--- src/rtl/rgb_descrambler_stream_if.sv ---
`default_nettype none
// ============================================================================
// Module  : rgb_descrambler_stream_if
// Brief   : Valid/ready pixel stream bundle (input side and output side).
// Revision: 1.0 - initial release
// ============================================================================
interface rgb_descrambler_stream_if #(
    parameter int CH_W = 4
);
    logic                in_valid;
    logic                in_ready;
    logic                in_sof;
    logic [3*CH_W-1:0]   in_rgb;
    logic                out_valid;
    logic                out_ready;
    logic                out_sof;
    logic [3*CH_W-1:0]   out_rgb;
    logic [2:0]          lost_mask;

    modport slave (
        input  in_valid, in_sof, in_rgb, out_ready,
        output in_ready, out_valid, out_sof, out_rgb, lost_mask
    );

    modport master (
        output in_valid, in_sof, in_rgb, out_ready,
        input  in_ready, out_valid, out_sof, out_rgb, lost_mask
    );
endinterface
`default_nettype wire

--- src/rtl/rgb_descrambler_stream.sv ---
`default_nettype none
// ============================================================================
// Module  : rgb_descrambler_stream
// Brief   : 2-stage streaming inverse of the RGB channel scrambler.
// Revision: 1.0 - initial release
// ============================================================================
module rgb_descrambler_stream #(
    parameter int         CH_W          = 4,
    parameter logic [5:0] RESET_CONTROL = 6'b00_01_10
) (
    input  wire logic              clk,
    input  wire logic              rst,
    input  wire logic [5:0]        control_in,
    input  wire logic              control_load,
    output logic      [5:0]        active_control,
    rgb_descrambler_stream_if.slave bus
);
    localparam int c_PIX_W = 3 * CH_W;

    logic               w_adv;
    logic               w_accept;
    logic               w_sof_accept;
    logic [5:0]         w_applied;
    logic [c_PIX_W-1:0] w_raw;
    logic [2:0]         w_lost;

    logic [5:0]         r_active;
    logic [5:0]         r_pending;
    logic               r_pending_valid;
    logic               r_s1_valid;
    logic               r_s1_sof;
    logic [c_PIX_W-1:0] r_s1_rgb;
    logic [5:0]         r_s1_ctrl;
    logic               r_s2_valid;
    logic               r_out_sof;
    logic [c_PIX_W-1:0] r_out_rgb;
    logic [2:0]         r_lost;

    always_comb begin
        w_adv        = ~r_s2_valid | bus.out_ready;
        w_accept     = bus.in_valid & w_adv;
        w_sof_accept = w_accept & bus.in_sof;
        // A load coinciding with an accepted sof beat bypasses the pending slot.
        if (w_sof_accept && control_load)
            w_applied = control_in;
        else if (w_sof_accept && r_pending_valid)
            w_applied = r_pending;
        else
            w_applied = r_active;
    end

    // Raw channel x comes from the first scrambled field (R, then G, then B) coded x.
    always_comb begin
        logic found;
        w_raw  = '0;
        w_lost = '0;
        found  = 1'b0;
        for (int x = 0; x < 3; x++) begin
            found = 1'b0;
            for (int f = 0; f < 3; f++) begin
                if (!found && (r_s1_ctrl[(2-f)*2 +: 2] == 2'(x))) begin
                    found = 1'b1;
                    w_raw[(2-x)*CH_W +: CH_W] = r_s1_rgb[(2-f)*CH_W +: CH_W];
                end
            end
            w_lost[2-x] = ~found;
        end
    end

    always_ff @(posedge clk) begin
        if (rst) begin
            r_active        <= RESET_CONTROL;
            r_pending       <= RESET_CONTROL;
            r_pending_valid <= 1'b0;
            r_s1_valid      <= 1'b0;
            r_s1_sof        <= 1'b0;
            r_s1_rgb        <= '0;
            r_s1_ctrl       <= RESET_CONTROL;
            r_s2_valid      <= 1'b0;
            r_out_sof       <= 1'b0;
            r_out_rgb       <= '0;
            r_lost          <= '0;
        end else begin
            if (w_sof_accept && (control_load || r_pending_valid)) begin
                r_active        <= w_applied;
                r_pending_valid <= 1'b0;
            end else if (control_load) begin
                r_pending       <= control_in;
                r_pending_valid <= 1'b1;
            end

            if (w_adv) begin
                r_s1_valid <= w_accept;
                r_s1_sof   <= bus.in_sof;
                r_s1_rgb   <= bus.in_rgb;
                r_s1_ctrl  <= w_applied;
                r_s2_valid <= r_s1_valid;
                r_out_sof  <= r_s1_sof & r_s1_valid;
                r_out_rgb  <= w_raw;
                r_lost     <= w_lost;
            end
        end
    end

    assign bus.in_ready    = w_adv;
    assign bus.out_valid   = r_s2_valid;
    assign bus.out_sof     = r_out_sof;
    assign bus.out_rgb     = r_out_rgb;
    assign bus.lost_mask   = r_lost;
    assign active_control  = r_active;
endmodule
`default_nettype wire

--- src/flat_wrapper.sv ---
// flat-port wrapper written by rule: the top's interface ports become plain ports
module rgb_descrambler_stream_flat 
#(
    parameter int         CH_W          = 4,
    parameter logic [5:0] RESET_CONTROL = 6'b00_01_10
)
  (clk, rst, control_in, control_load, active_control, bus_in_valid, bus_in_sof, bus_in_rgb, bus_out_ready, bus_in_ready, bus_out_valid, bus_out_sof, bus_out_rgb, bus_lost_mask);
  rgb_descrambler_stream_if #(.CH_W(CH_W)) bus_i ();
  input  wire logic clk;
  input  wire logic rst;
  input  wire logic [5:0] control_in;
  input  wire logic control_load;
  output logic      [5:0] active_control;
  input wire logic [$bits(bus_i.in_valid)-1:0] bus_in_valid;
  input wire logic [$bits(bus_i.in_sof)-1:0] bus_in_sof;
  input wire logic [$bits(bus_i.in_rgb)-1:0] bus_in_rgb;
  input wire logic [$bits(bus_i.out_ready)-1:0] bus_out_ready;
  output wire logic [$bits(bus_i.in_ready)-1:0] bus_in_ready;
  output wire logic [$bits(bus_i.out_valid)-1:0] bus_out_valid;
  output wire logic [$bits(bus_i.out_sof)-1:0] bus_out_sof;
  output wire logic [$bits(bus_i.out_rgb)-1:0] bus_out_rgb;
  output wire logic [$bits(bus_i.lost_mask)-1:0] bus_lost_mask;
  assign bus_i.in_valid = bus_in_valid;
  assign bus_i.in_sof = bus_in_sof;
  assign bus_i.in_rgb = bus_in_rgb;
  assign bus_i.out_ready = bus_out_ready;
  assign bus_in_ready = bus_i.in_ready;
  assign bus_out_valid = bus_i.out_valid;
  assign bus_out_sof = bus_i.out_sof;
  assign bus_out_rgb = bus_i.out_rgb;
  assign bus_lost_mask = bus_i.lost_mask;
  rgb_descrambler_stream #(.CH_W(CH_W), .RESET_CONTROL(RESET_CONTROL)) u_core (.clk(clk), .rst(rst), .control_in(control_in), .control_load(control_load), .active_control(active_control), .bus(bus_i));
endmodule
--- config.mk ---
export PLATFORM = sky130hd
export DESIGN_NAME = rgb_descrambler_stream_flat
export DESIGN_NICKNAME = d
export VERILOG_FILES = /design/src/rtl/rgb_descrambler_stream_if.sv /design/src/rtl/rgb_descrambler_stream.sv /design/src/flat_wrapper.sv
export SDC_FILE = /design/constraint.sdc
export NUM_CORES = 1
export LEC_CHECK = 0
export BUFFER_PORTS_ARGS = -buffer_cell sky130_fd_sc_hd__buf_4
export CAP_MARGIN = 20
export CORE_MARGIN = 10
export CORE_UTILIZATION = 45
export DETAILED_ROUTE_END_ITERATION = 8
export HOLD_SLACK_MARGIN = 0.08
export PLACE_DENSITY = 0.69
export SLEW_MARGIN = 20
export SYNTH_ARGS = -nofsm -noshare
export SYNTH_HDL_FRONTEND = slang
export SYNTH_SLANG_ARGS = --single-unit
--- constraint.sdc ---
create_clock -name clk -period 1.67 [get_ports clk]
set_input_delay 0.4175 -clock clk [delete_from_list [all_inputs] [get_ports clk]]
set_output_delay 0.4175 -clock clk [all_outputs]
set_load 0.01 [all_outputs]
==> reports/qor.txt <==
CTS clk-pin slew, worst paths: 90 ps
clk root buf: clkbuf_8
fin cells: 383
startpoint types: flop
CP peak stage delay: 340 ps
syn avg cell area: 9.00 um^2
PwrDens: 851 nW/um^2
slew margin rel.: 72.4%
Post-Place Worst Slack: 170 ps
CTS H-tree depth: 2
Core Area: 5140 um^2
Min-Delay Startpoint: control_in[0]
status: complete, no violations
Vias: 2059
Post-DP Area: 2810 um^2
Inst Count DP: 375
Pre-antenna DRT Iters: 4
main area contributors after synthesis: dfxtp_1 42%, nand2_1 5.2%, nor2_1 5.0%
Yosys reg bits: 50
delay-heaviest family, CP: flip-flops
synth unique cells: 42
num ports: 48
CP Cell Sequence: nor2b_4 > inv_6 > buf_4
CTS sink count: 50
DRC Markers: 0
Fillers: 505
Crit Path Max Fanout: 30
final core occ: 56.5%
gpl congestion: 0.897
GRT Util Overall: 13.1%
most frequent cells in the layout: 57 x buf_4, 50 x dfxtp_1, 33 x nand2_1, 32 x nor2_1, 19 x a21oi_1
Flop pwr share: 53.6%
minimum clock period: 1550 ps
Clock Power Share: 29.1%
CTS Buf Count: 5
RSZ-0062 raised after global routing: false
switching pwr: 0.666 mW
cell taking the most area after synthesis: dfxtp_1
worst setup margin: 119 ps
f_max: 645 MHz
kind of critical path: reg2out
layout cell share with drive strength beyond 1: 30.4%
Worst Reg-to-Reg Cells: 4
r2r setup slk: 220 ps
die width: 93.1 um
clk_skew: 6.76 ps
Max Cap Viol: 0
fin area: 2900 um^2
Worst Path Buf+Inv: 2
full die area: 8660 um^2
nets: 336
cts hold-fix bufs: 0
most common library cell in the layout ignoring fill and taps: buf_4
CTS tree: yes
initial drt markers: 152
Post-Route M1 WL: 2.61 mm
r2r endpoint: u_core.bus.out_rgb[0]
Port-buffer cells: 47
Internal Power: 1.80 mW
vias in the first global route: 2026
final wirelength: 5.66 mm
hold worst-path end: u_core.r_pending[0]
Seq/Total Area, Yosys: 41.6%
YS warnings: 0
slew of the pin with the lowest slew margin: 414 ps
post-CTS setup buffer count: 0
leakage power: 1.18 nW
CP max stage cell: dfxtp_1
vias per cell: 5.38
first-pass GRT wire length: 9.49 mm
Highest Signal Layer: met4
metal3 WL: 341 um
Detail Route Antenna Nets: 0
WL/cell: 14.8 um
CP required: 1250 ps
worst-skew pair later-pin latency: 300 ps
peak supply drop: 0.476 mV
hold depth: 3
GRT Residual Overflow: 0
hpwl dp: 4.21 mm
largest net degree at the start of global routing: 38
clock tree buffer depth: 2
DIE HEIGHT: 93.1 um
Initial Util: 46.8%
Critical Path AT: 1130 ps
diode count: 0
combinational share of power: 17.2%
Final Hold Viols: 0
Hold WS: 354 ps
period utilization: 92.9%
Net Count, Synth: 291
met2 WL: 2.58 mm
Crit. Startpoint: u_core.bus.out_valid
switch share: 26.9%
Setup violations, final: 0
Mapped Area: 2400 um^2
Critical Path Stages: 3
total negative slack: 0 ps
Slew Limit Fails: 0
# rows: 26
Cells after Synth: 267
Final Total Pwr: 2.47 mW
Layout area overhead: 20.7%
RR Startpoint: u_core.r_s1_ctrl[5]
Min-Delay Path Class: in2reg
antenna violations before repair: 0
critical path endpoint category: output pin
share of the synthesized area in the top cell type: 41.6%
==> state kept, by name (all words and copies together), names as in the netlist <==
signal and flops:
u_core.active_control 6, u_core.bus.lost_mask 3, u_core.bus.out_rgb 12, u_core.bus.out_sof 1
u_core.bus.out_valid 1, u_core.r_pending 6, u_core.r_pending_valid 1, u_core.r_s1_ctrl 6
u_core.r_s1_rgb 12, u_core.r_s1_sof 1, u_core.r_s1_valid 1
==> worst register-to-register path, delay by kind of cell (launching register included) <==
family	cells	cell delay, ps
and+or+nand+nor	2	460
AOI/OAI and AO/OA	2	460
DFF	1	420
==> per-layer routing <==
| metal | vias up | track usage (%) |
|---|---|---|
| met4 | 0 | 6.17 |
| met1 | 952 | 17.1 |
| met2 | 57 | 20.2 |
| met3 | 10 | 2.96 |
| met5 | - | 0 |
| li1 | 1040 | - |
==> final cells by class <==
class                   instances  area [um^2]  share of cell area, %
flip-flops and latches         50         1000                   34.5
clock buffers                   7         86.3                   2.98
multi-input cells             189         1250                   43.3
well taps                      70         87.6                   3.02
repair buffers                 57          428                   14.7
inverters                       9         38.8                   1.34
clock inverters                 1         5.00                  0.172
==> worst max path at each step <==
stage,endpoint,slack [ps]
6_report,bus_in_ready,120
3_3_place_gp,u_core.bus.lost_mask[2],200
2_1_floorplan,bus_in_ready,270
5_1_grt,bus_in_ready,60
3_5_place_dp,u_core.r_s1_ctrl[4],170
4_1_cts,bus_in_ready,40
==> power by group through the flow <==
stage          Clock [mW]  Combinational [mW]  Sequential (mW)
6_report            0.720               0.426             1.32
5_1_grt             0.782               0.472             1.34
4_1_cts             0.741               0.431             1.32
3_5_place_dp            0               0.430             1.35
3_3_place_gp            0               0.421             1.35
2_1_floorplan           0               0.265             1.35
==> cells in the mapped netlist <==
| cell | number |
|---|---|
| dfxtp_1 | 50 |
| nand2_1 | 33 |
| nor2_1 | 32 |
| a21oi_1 | 19 |
| nand3b_1 | 15 |
| a221oi_1 | 12 |
| buf_2 | 8 |
| inv_1 | 8 |
| o31ai_1 | 8 |
| clkbuf_1 | 7 |
| nor3_2 | 7 |
| mux2i_1 | 5 |
| nand2b_1 | 5 |
| o21ai_1 | 5 |
| buf_6 | 4 |
| nor2_2 | 4 |
| o31ai_2 | 4 |
| a41oi_2 | 3 |
| nor2b_1 | 3 |
| nor3_1 | 3 |
| o221ai_2 | 3 |
| a211o_1 | 2 |
| a41oi_1 | 2 |
| and2b_1 | 2 |
| nand3_1 | 2 |
| nand4_1 | 2 |
| nand4b_1 | 2 |
| o221ai_1 | 2 |
| or3_4 | 2 |
| a211oi_1 | 1 |
| a2bb2oi_1 | 1 |
| and2_1 | 1 |
| inv_4 | 1 |
| nand2b_4 | 1 |
| nand4b_2 | 1 |
| nor2_4 | 1 |
| nor2b_2 | 1 |
| nor2b_4 | 1 |
| nor3_4 | 1 |
| o21ai_0 | 1 |
| o21ai_4 | 1 |
| o22ai_1 | 1 |
==> timing repair <==
action                                  4_1_cts  5_1_grt
endpoints found under the setup margin        0        1
hold endpoints to repair                      0        0
resized for setup                             0        1
==> cell families (layout without fill, tap and decap cells) <==
family	count (synthesis)	after routing	synth area share [%]
simple gates	119	119	28.3
buf+inv	28	74	6.14
mux	5	5	2.08
compound gates	65	65	21.9
flops	50	50	41.6
(Power assumes the default switching activity.)
